## src/rtl/ccff_bitstream_loader.sv

```systemverilog
// ccff_bitstream_loader
//   Takes configuration words from a valid/ready stream and shifts them
//   MSB-first into the head of the ccff configuration chain. It stops after
//   exactly CHAIN_LEN bits, and any unused low bits of the last word are
//   discarded.
//
// Ports
//   prog_clk, pReset  programming clock and synchronous active-high reset
//   start, abort      begin a load (IDLE/DONE only) / abandon the load
//   bs_data/valid/ready  bitstream word stream
//   ccff_head         serial bit into the chain head
//   ccff_shift_en     chain advances on the edge where this is 1
//   busy, done        LOAD/SHIFT in progress / CHAIN_LEN bits delivered
//   bit_count         bits shifted since the last start
//   crc_expected, crc_error  CRC-16-CCITT check of the delivered bits
//
// Optional feature: define CCFF_LOADER_CRC_EN to build the CRC checker.
// Without it, crc_expected is ignored and crc_error is tied to 0.
module ccff_bitstream_loader #(
  parameter int WORD_W    = 8,
  parameter int CHAIN_LEN = 20,
  parameter int CNT_W     = $clog2(CHAIN_LEN + 1)
) (
  input  logic              prog_clk,
  input  logic              pReset,
  input  logic              start,
  input  logic              abort,
  input  logic [WORD_W-1:0] bs_data,
  input  logic              bs_valid,
  output logic              bs_ready,
  output logic              ccff_head,
  output logic              ccff_shift_en,
  output logic              busy,
  output logic              done,
  output logic [CNT_W-1:0]  bit_count,
  input  logic [15:0]       crc_expected,
  output logic              crc_error
);

  localparam int REM_W = $clog2(WORD_W + 1);

  localparam logic [1:0] ST_IDLE  = 2'd0;
  localparam logic [1:0] ST_LOAD  = 2'd1;
  localparam logic [1:0] ST_SHIFT = 2'd2;
  localparam logic [1:0] ST_DONE  = 2'd3;

  localparam logic [CNT_W-1:0] LAST_CNT = CNT_W'(CHAIN_LEN);

  logic [1:0]        state_q, state_d;
  logic [WORD_W-1:0] shreg_q, shreg_d;
  logic [CNT_W-1:0]  bit_count_q, bit_count_d;
  logic [REM_W-1:0]  rem_q, rem_d;
  logic [31:0]       bits_left;

  always_comb begin
    state_d     = state_q;
    shreg_d     = shreg_q;
    bit_count_d = bit_count_q;
    rem_d       = rem_q;
    bits_left   = 32'(CHAIN_LEN) - 32'(bit_count_q);

    if (abort) begin
      state_d     = ST_IDLE;
      shreg_d     = '0;
      bit_count_d = '0;
      rem_d       = '0;
    end else begin
      case (state_q)
        ST_IDLE, ST_DONE: begin
          if (start) begin
            state_d     = ST_LOAD;
            bit_count_d = '0;
          end
        end
        ST_LOAD: begin
          if (bs_valid) begin
            shreg_d = bs_data;
            // If the last word is only partly used, shift only the bits the chain still needs.
            rem_d   = (bits_left < 32'(WORD_W)) ? REM_W'(bits_left) : REM_W'(WORD_W);
            state_d = ST_SHIFT;
          end
        end
        ST_SHIFT: begin
          shreg_d     = shreg_q << 1;
          bit_count_d = bit_count_q + 1'b1;
          rem_d       = rem_q - 1'b1;
          if (rem_q == REM_W'(1)) begin
            state_d = (bit_count_d == LAST_CNT) ? ST_DONE : ST_LOAD;
          end
        end
        default: state_d = ST_IDLE;
      endcase
    end
  end

  always_ff @(posedge prog_clk) begin
    if (pReset) begin
      state_q     <= ST_IDLE;
      shreg_q     <= '0;
      bit_count_q <= '0;
      rem_q       <= '0;
    end else begin
      state_q     <= state_d;
      shreg_q     <= shreg_d;
      bit_count_q <= bit_count_d;
      rem_q       <= rem_d;
    end
  end

  assign bs_ready      = (state_q == ST_LOAD);
  assign ccff_shift_en = (state_q == ST_SHIFT);
  assign ccff_head     = ccff_shift_en & shreg_q[WORD_W-1];
  assign busy          = (state_q == ST_LOAD) || (state_q == ST_SHIFT);
  assign done          = (state_q == ST_DONE);
  assign bit_count     = bit_count_q;

`ifdef CCFF_LOADER_CRC_EN
  logic [15:0] crc_q, crc_d, crc_next;
  logic        crc_error_q, crc_error_d;
  logic        crc_fb;

  always_comb begin
    crc_d       = crc_q;
    crc_error_d = crc_error_q;
    crc_fb      = crc_q[15] ^ shreg_q[WORD_W-1];
    crc_next    = {crc_q[14:0], 1'b0} ^ (crc_fb ? 16'h1021 : 16'h0000);
    if (abort) begin
      crc_d       = 16'hFFFF;
      crc_error_d = 1'b0;
    end else if (start && (state_q == ST_IDLE || state_q == ST_DONE)) begin
      crc_d       = 16'hFFFF;
      crc_error_d = 1'b0;
    end else if (state_q == ST_SHIFT) begin
      crc_d = crc_next;
      // Compare using the CRC that already includes the final bit.
      if (state_d == ST_DONE) begin
        crc_error_d = (crc_next != crc_expected);
      end
    end
  end

  always_ff @(posedge prog_clk) begin
    if (pReset) begin
      crc_q       <= 16'hFFFF;
      crc_error_q <= 1'b0;
    end else begin
      crc_q       <= crc_d;
      crc_error_q <= crc_error_d;
    end
  end

  assign crc_error = crc_error_q;
`else
  logic unused_crc_expected;
  assign unused_crc_expected = ^crc_expected;
  assign crc_error           = 1'b0;
`endif

endmodule

```

## config.mk

```make
export PLATFORM = sky130hd
export DESIGN_NAME = ccff_bitstream_loader
export DESIGN_NICKNAME = d
export VERILOG_FILES = /design/src/rtl/ccff_bitstream_loader.sv
export SDC_FILE = /design/constraint.sdc
export NUM_CORES = 1
export LEC_CHECK = 0
export ABC_AREA = 1
export BUFFER_PORTS_ARGS = -buffer_cell sky130_fd_sc_hd__buf_2
export CORE_UTILIZATION = 49
export CTS_CLUSTER_DIAMETER = 100
export DETAILED_ROUTE_END_ITERATION = 12
export HOLD_SLACK_MARGIN = 0.15
export PLACE_DENSITY_LB_ADDON = 0.12
export SLEW_MARGIN = 20
export SYNTH_ARGS = -nofsm -noshare
export SYNTH_HDL_FRONTEND = slang
export SYNTH_SLANG_ARGS = --single-unit
```

## constraint.sdc

```tcl
create_clock -name prog_clk -period 1.5 [get_ports prog_clk]
set_input_delay 0.45 -clock prog_clk [delete_from_list [all_inputs] [get_ports prog_clk]]
set_output_delay 0.45 -clock prog_clk [all_outputs]
set_load 0.005 [all_outputs]
```

==> metrics.md, run 1 <==
| Metric | Value |
|---|---|
| Status | `finished with violations` |
| Failing checks | `setup timing` |
| N_diodes | `0` |
| Critical path endpoint category | `output pin` |
| Hold Buf Count CTS | `0` |
| Library cells used by synthesis | `23` |
| Synth Cell Area | `about 1200 um^2` |
| Post-synth EDFFs | `0` |
| Non-filler cells, final | `230` |
| Clock root buffer | `clkbuf_4` |
| Net Sw Frac | `around a quarter` |
| Worst ir drop on vdd | `approximately 0.00052 V` |
| Sequential share of the synthesized area | `about 33%` |
| H-tree Lvls | `1` |
| I/O Pins | `40` |
| Final WL | `~2.5 mm` |
| Leakage | `around 0.66 nW` |
| Hold slack | `just over 400 ps` |
| Global-route wire length before repair | `around 4.3 mm` |
| CTS tree | `yes` |
| Fillers | `~220` |
| Synthesized area per cell | `just under 7 um^2` |
| Placed insts | `around 220` |
| Clk_lat worst skew | `slightly below 300 ps` |
| Yosys warnings | `0` |
| Sequential cell fraction of total power | `between 50% and 60%` |
| CTS max path bufs | `2` |
| Flops & latches, synth | `19` |
| Antenna-violating nets left | `0` |
| Residual DRC | `0` |
| GRT Resource Usage Total | `22.14%` |
| Clk slew on worst S/H paths | `about 110 ps` |
| Mapped Cells | `roughly 170` |
| Port Buf Inserts | `22` |
| Initial DRT Pass Iterations | `4` |
| Final nets | `241` |
| Psw | `0.2254 mW` |
| Most used DFF post-synth | `dfxtp_1` |
| Clock Sinks | `19` |
| Largest net degree at the start of global routing | `21` |
| Initial antenna violation count | `0` |
| FMAX | `642.4 MHz` |
| Critical Path AT | `approximately 1100 ps` |
| Async SR Flop Fraction | `0%` |
| Via count | `around 1200` |
| Pint | `0.6661 mW` |
| Max Cap Viol | `0` |
| Period Utilization, post-route | `103.8%` |
| Std-Cell Core Area | `between 2000 and 2500 um^2` |
| Fin util | `roughly 65%` |
| Area of the multi-input gates | `685.7 um^2` |
| CP startpoint kind | `flip-flop` |
| DR iter-0 viols | `23` |
| Unrepaired setup endpoints after global routing | `yes` |
| Die W | `50.68 um` |
| Dpl ws | `-39.17 ps` |
| Layout cell share with drive strength beyond 1 | `between 20% and 30%` |
| Crit path kind | `reg -> out` |
| Fin Clk Skew | `about 2.4 ps` |
| Row count | `17` |
| Vias in the first global route | `between 1000 and 1500` |
| Syn_nets | `209` |
| Setup Viol. Count Final | `4` |
| Main area contributors after synthesis | `dfxtp_1, nand2_1, ha_1, a21oi_1, inv_1` |
| Die area | `roughly 2600 um^2` |
| Seq. cell area | `roughly 390 um^2` |
| Combinational fraction of design power | `between 10% and 20%` |
| WL/cell | `around 11 um` |
| Clk pwr share | `28.7%` |
| Placer Congestion | `approximately 0.80` |
| Top cells by instance count after synthesis | `nand2_1, dfxtp_1, inv_1` |
| Pins Over Slew Limit | `0` |
| Worst hold path class | `in -> reg` |
| Starting Density | `51.99%` |
| GRT overflow | `0` |
| Syn-to-layout area delta | `25.54%` |
| Final hold vios | `0` |
| Worst setup margin | `-56.69 ps` |
| Synth top area share | `between 30% and 40%` |
| DP HPWL | `around 1.8 mm` |
| Synth area leader | `dfxtp_1` |
| Die Span Y | `around 51 um` |
| Min Clock Period, post-route | `~1600 ps` |
| Power Density | `about 600 nW/um^2` |
| Crit Path Max Fanout | `2` |
| Setup TNS | `-120.9 ps` |
| Num CTS Buffers | `3` |
| Vias per Instance | `about 5.0` |
| Crit path required time | `around 1100 ps` |
| Top-count cell post-synth | `nand2_1` |
==> flip-flops by register name (all words and copies together), names as in the netlist <==
register   count
state_q        2
rem_q          4
shreg_q        8
bit_count      5
==> final timing paths <==
| kind | from | endpoint | slack, ps | cells past startpoint |
|---|---|---|---|---|
| hold / removal | bs_data[5] | shreg_q[5]$_SDFFE_PP0P_ | 410 | 3 |
| setup reg to reg | state_q[0]$_SDFFE_PP0P_ | rem_q[0]$_SDFFE_PP0P_ | 80 | 9 |
| setup / recovery | state_q[0]$_SDFFE_PP0P_ | busy | -60 | 4 |
| hold reg to reg | shreg_q[5]$_SDFFE_PP0P_ | shreg_q[6]$_SDFFE_PP0P_ | 480 | 2 |
==> placed cells by master (no fill, tap or decap), drive strengths merged <==
| master | count |
|---|---|
| nand4 | 5 |
| inv | 22 |
| ha | 9 |
| clkbuf | 3 |
| nand2 | 46 |
| xor2 | 1 |
| a21oi | 15 |
| conb | 1 |
| buf | 35 |
| o22ai | 1 |
| o21ai | 15 |
| nand3 | 9 |
| nor2 | 11 |
| dfxtp | 19 |
| o211ai | 2 |
| clkinv | 1 |
| a31oi | 7 |
==> routing by layer <==
layer	global-route usage, %	routed length (um)	up-vias
li1	-	-	618
met1	26.39	1163	514
met2	39.56	1256	22
met3	2.727	53	2
met4	9.259	17	0
met5	0	0	-
==> repair_timing <==
item                                   CTS  global route
resized for setup                        8             9
setup buffers                            3             1
setup endpoints to repair                9            15
endpoints found under the hold margin    0             0
pin swaps                                2             3
==> power groups by stage <==
| stage | registers [mW] | logic [mW] | clock network (mW) |
|---|---|---|---|
| finish | 0.516 | 0.119 | 0.256 |
| global route | 0.517 | 0.135 | 0.280 |
| CTS | 0.516 | 0.112 | 0.271 |
| detailed placement | 0.530 | 0.0995 | 0 |
| global placement | 0.529 | 0.0972 | 0 |
| floorplan | 0.528 | 0.0622 | 0 |
==> stage by stage <==
stage          total power, mW  cell area [um^2]
2_1_floorplan           0.5906              1161
3_3_place_gp            0.6263              1348
3_5_place_dp            0.6295              1348
4_1_cts                 0.8994              1428
5_1_grt                 0.9327              1458
6_report                0.8915              1458
==> layout make-up <==
cell class | instances | area share (%)
clock inverter | 1 | 0.3433
tap | 28 | 2.403
multi-input combinational | 122 | 47.04
clock buffer | 3 | 1.545
timing repair buffer | 35 | 16.39
inverter | 22 | 5.665
sequential | 19 | 26.61
==> critical path, cell delays in order (launching register included) <==
cell,delay (ps)
dfxtp_2,350
inv_2,50
ha_4,260
inv_2,30
buf_2,110
==> kinds of logic after synthesis <==
group | synth area share (%)
AO/OA/AOI/OAI | 18.86
XOR/XNOR | 0.7544
adder cells (fa/ha/maj) | 9.698
buffers and inverters | 11.53
flip-flops | 32.76
other | 0.3230
AND/OR/NAND/NOR | 26.08
Note: power is estimated with default switching activity, not from simulation.
==> inputs of run 2 (changes only) <==
- clock period: 1.5 -> 1.6 ns (I/O delays scaled with it)
==> run 2 against run 1 <==
The flow now finishes without violations; flip-flop and latch count unchanged; power fell by 5.3%; clock skew rose by 3.2 ps; critical path depth unchanged; die area is the same; via count rose by 0.26%; count of clock-buffer cells in the layout stayed put; wire length grew 5.4%; setup slack better by 77 ps; critical endpoint unchanged; largest power group unchanged.
==> metrics.md, run 2 (synthesized netlist as in run 1, its figures left out) <==
| Metric | Value |
|---|---|
| Vias per Instance | `approximately 5.0` |
| Vias in the first global route | `approximately 1100` |
| Hold path cells | `3` |
| Seq. cell area | `about 390 um^2` |
| Final WL | `roughly 2.6 mm` |
| Largest net degree at the start of global routing | `21` |
| Most frequent cells in the layout | `nand2_1, buf_2, inv_1, dfxtp_1, a21oi_1` |
| CTS tree | `yes` |
| Clk_lat worst skew | `approximately 300 ps` |
| I/O Pins | `40` |
| Flop-to-flop setup slack | `roughly 130 ps` |
| Syn-to-layout area delta | `24.03%` |
| Hold EP | `shreg_q[7]$_SDFFE_PP0P_` |
| CTS max path bufs | `2` |
| Worst hold path class | `in -> reg` |
| H-tree Lvls | `1` |
| GRT overflow | `0` |
| Die Span Y | `slightly above 50 um` |
| Crit path required time | `roughly 1100 ps` |
| Most common cell after layout, fill and taps aside | `nand2_1` |
| Worst ir drop on vdd | `around 0.00053 V` |
| Via count | `1159` |
| Clock root buffer | `clkbuf_4` |
| Starting Density | `about 52%` |
| Die area | `around 2600 um^2` |
| Worst R2R End | `state_q[1]$_SDFFE_PP0P_` |
| Placer Congestion | `between 0.8 and 0.9` |
| Final nets | `241` |
| Period Utilization, post-route | `98.71%` |
| R2r worst-path depth | `9` |
| Clock Sinks | `19` |
| Initial DRT Pass Iterations | `4` |
| Post-route cell area | `1440 um^2` |
| Num CTS Buffers | `3` |
| GRT Resource Usage Total | `22.73%` |
| Unrepaired setup endpoints after global routing | `yes` |
| Status | `completed` |
| Row count | `17` |
| Port Buf Inserts | `22` |
| Critical path endpoint category | `output pin` |
| N_diodes | `0` |
| Initial antenna violation count | `0` |
| Dpl cell area | `approximately 1300 um^2` |
| FMAX | `between 600 and 700 MHz` |
| Layout cell share with drive strength beyond 1 | `about 27%` |
| Worst setup margin | `roughly 21 ps` |
| Leakage | `between 0.6 and 0.7 nW` |
| Setup Viol. Count Final | `0` |
| Dpl ws | `around 85 ps` |
| RR Startpoint | `state_q[0]$_SDFFE_PP0P_` |
| Max Cap Viol | `0` |
| Largest register FFs | `8` |
| Final hold vios | `0` |
| Fin Clk Skew | `about 5.7 ps` |
| Clk slew on worst S/H paths | `~120 ps` |
| Placed insts | `between 200 and 250` |
| DR iter-0 viols | `21` |
| WL/cell | `between 10 and 15 um` |
| Min Clock Period, post-route | `between 1500 and 2000 ps` |
| Power Density | `between 500 and 600 nW/um^2` |
| Top reg by flops | `shreg_q` |
| Hold Buf Count CTS | `0` |
| Crit path kind | `reg -> out` |
| Hold Startpoint | `bs_data[7]` |
| DP HPWL | `~1.9 mm` |
| Antenna-violating nets left | `0` |
| Fillers | `214` |
| Pins Over Slew Limit | `0` |
| Critical Path AT | `between 1000 and 1500 ps` |
| Crit Path Max Fanout | `2` |
| Non-filler cells, final | `230` |
| Die W | `roughly 51 um` |
| Std-Cell Core Area | `~2200 um^2` |
| CP startpoint kind | `flip-flop` |
| Residual DRC | `0` |
| Area of the multi-input gates | `a little under 700 um^2` |
| Global-route wire length before repair | `4.340 mm` |
run 2: stage by stage:
stage / utilization, % / hold WS [ps] / power, mW / setup TNS (ps)
after floorplan: - / 443.7 / 0.5537 / 0
after global placement: 60.00 / 457.8 / 0.5870 / 0
after detailed placement: 60.00 / 461.3 / 0.5908 / 0
after CTS: 62.69 / 415.9 / 0.8541 / 0
after global routing: 64.48 / 426.9 / 0.8819 / -44.18
final: 64.48 / 422.8 / 0.8440 / 0
run 2: what timing repair did:
item                       in CTS  in global routing
pin swaps                       1                  1
setup buffers                   2                  3
gates resized for setup         6                  4
setup endpoints to repair       4                  5
run 2: per-layer routing:
metal  up-vias  GRT usage [%]  routed length (um)
li1        619              -                   -
met1       518          25.14                1175
met2        18          42.00                1376
met3         4          2.727                  52
met4         0          11.57                  19
met5         -              0                   0
run 2: cell type report:
class                           count  area share (%)
Inverter                           22           5.734
Sequential cell                    19           26.76
Multi-Input combinational cell    122           47.00
Timing Repair Buffer               35           16.16
Clock buffer                        3           1.564
Tap cell                           28           2.433
Clock inverter                      1          0.3475
run 2: how the worst max path moves through the flow:
| stage | from | to | cells after the start |
|---|---|---|---|
| floorplan | state_q[0]$_SDFFE_PP0P_ | ccff_head | 5 |
| global placement | state_q[0]$_SDFFE_PP0P_ | state_q[0]$_SDFFE_PP0P_ | 7 |
| detailed placement | state_q[0]$_SDFFE_PP0P_ | bit_count[2]$_SDFFE_PP0P_ | 7 |
| CTS | state_q[0]$_SDFFE_PP0P_ | busy | 4 |
| global route | state_q[0]$_SDFFE_PP0P_ | busy | 4 |
| finish | state_q[0]$_SDFFE_PP0P_ | busy | 4 |
run 2: critical path, stage by stage, from the launching register on:
cell     delay [ps]
dfxtp_2         350
inv_2            50
ha_4            260
inv_2            30
buf_2           110
run 2: power breakdown:
part,leakage (nW),internal (mW),switching [mW],total (mW)
sequential,0.155,0.479,0.00478,0.484
combinational,0.487,0.0493,0.0577,0.107
clock,0.0177,0.0933,0.160,0.253
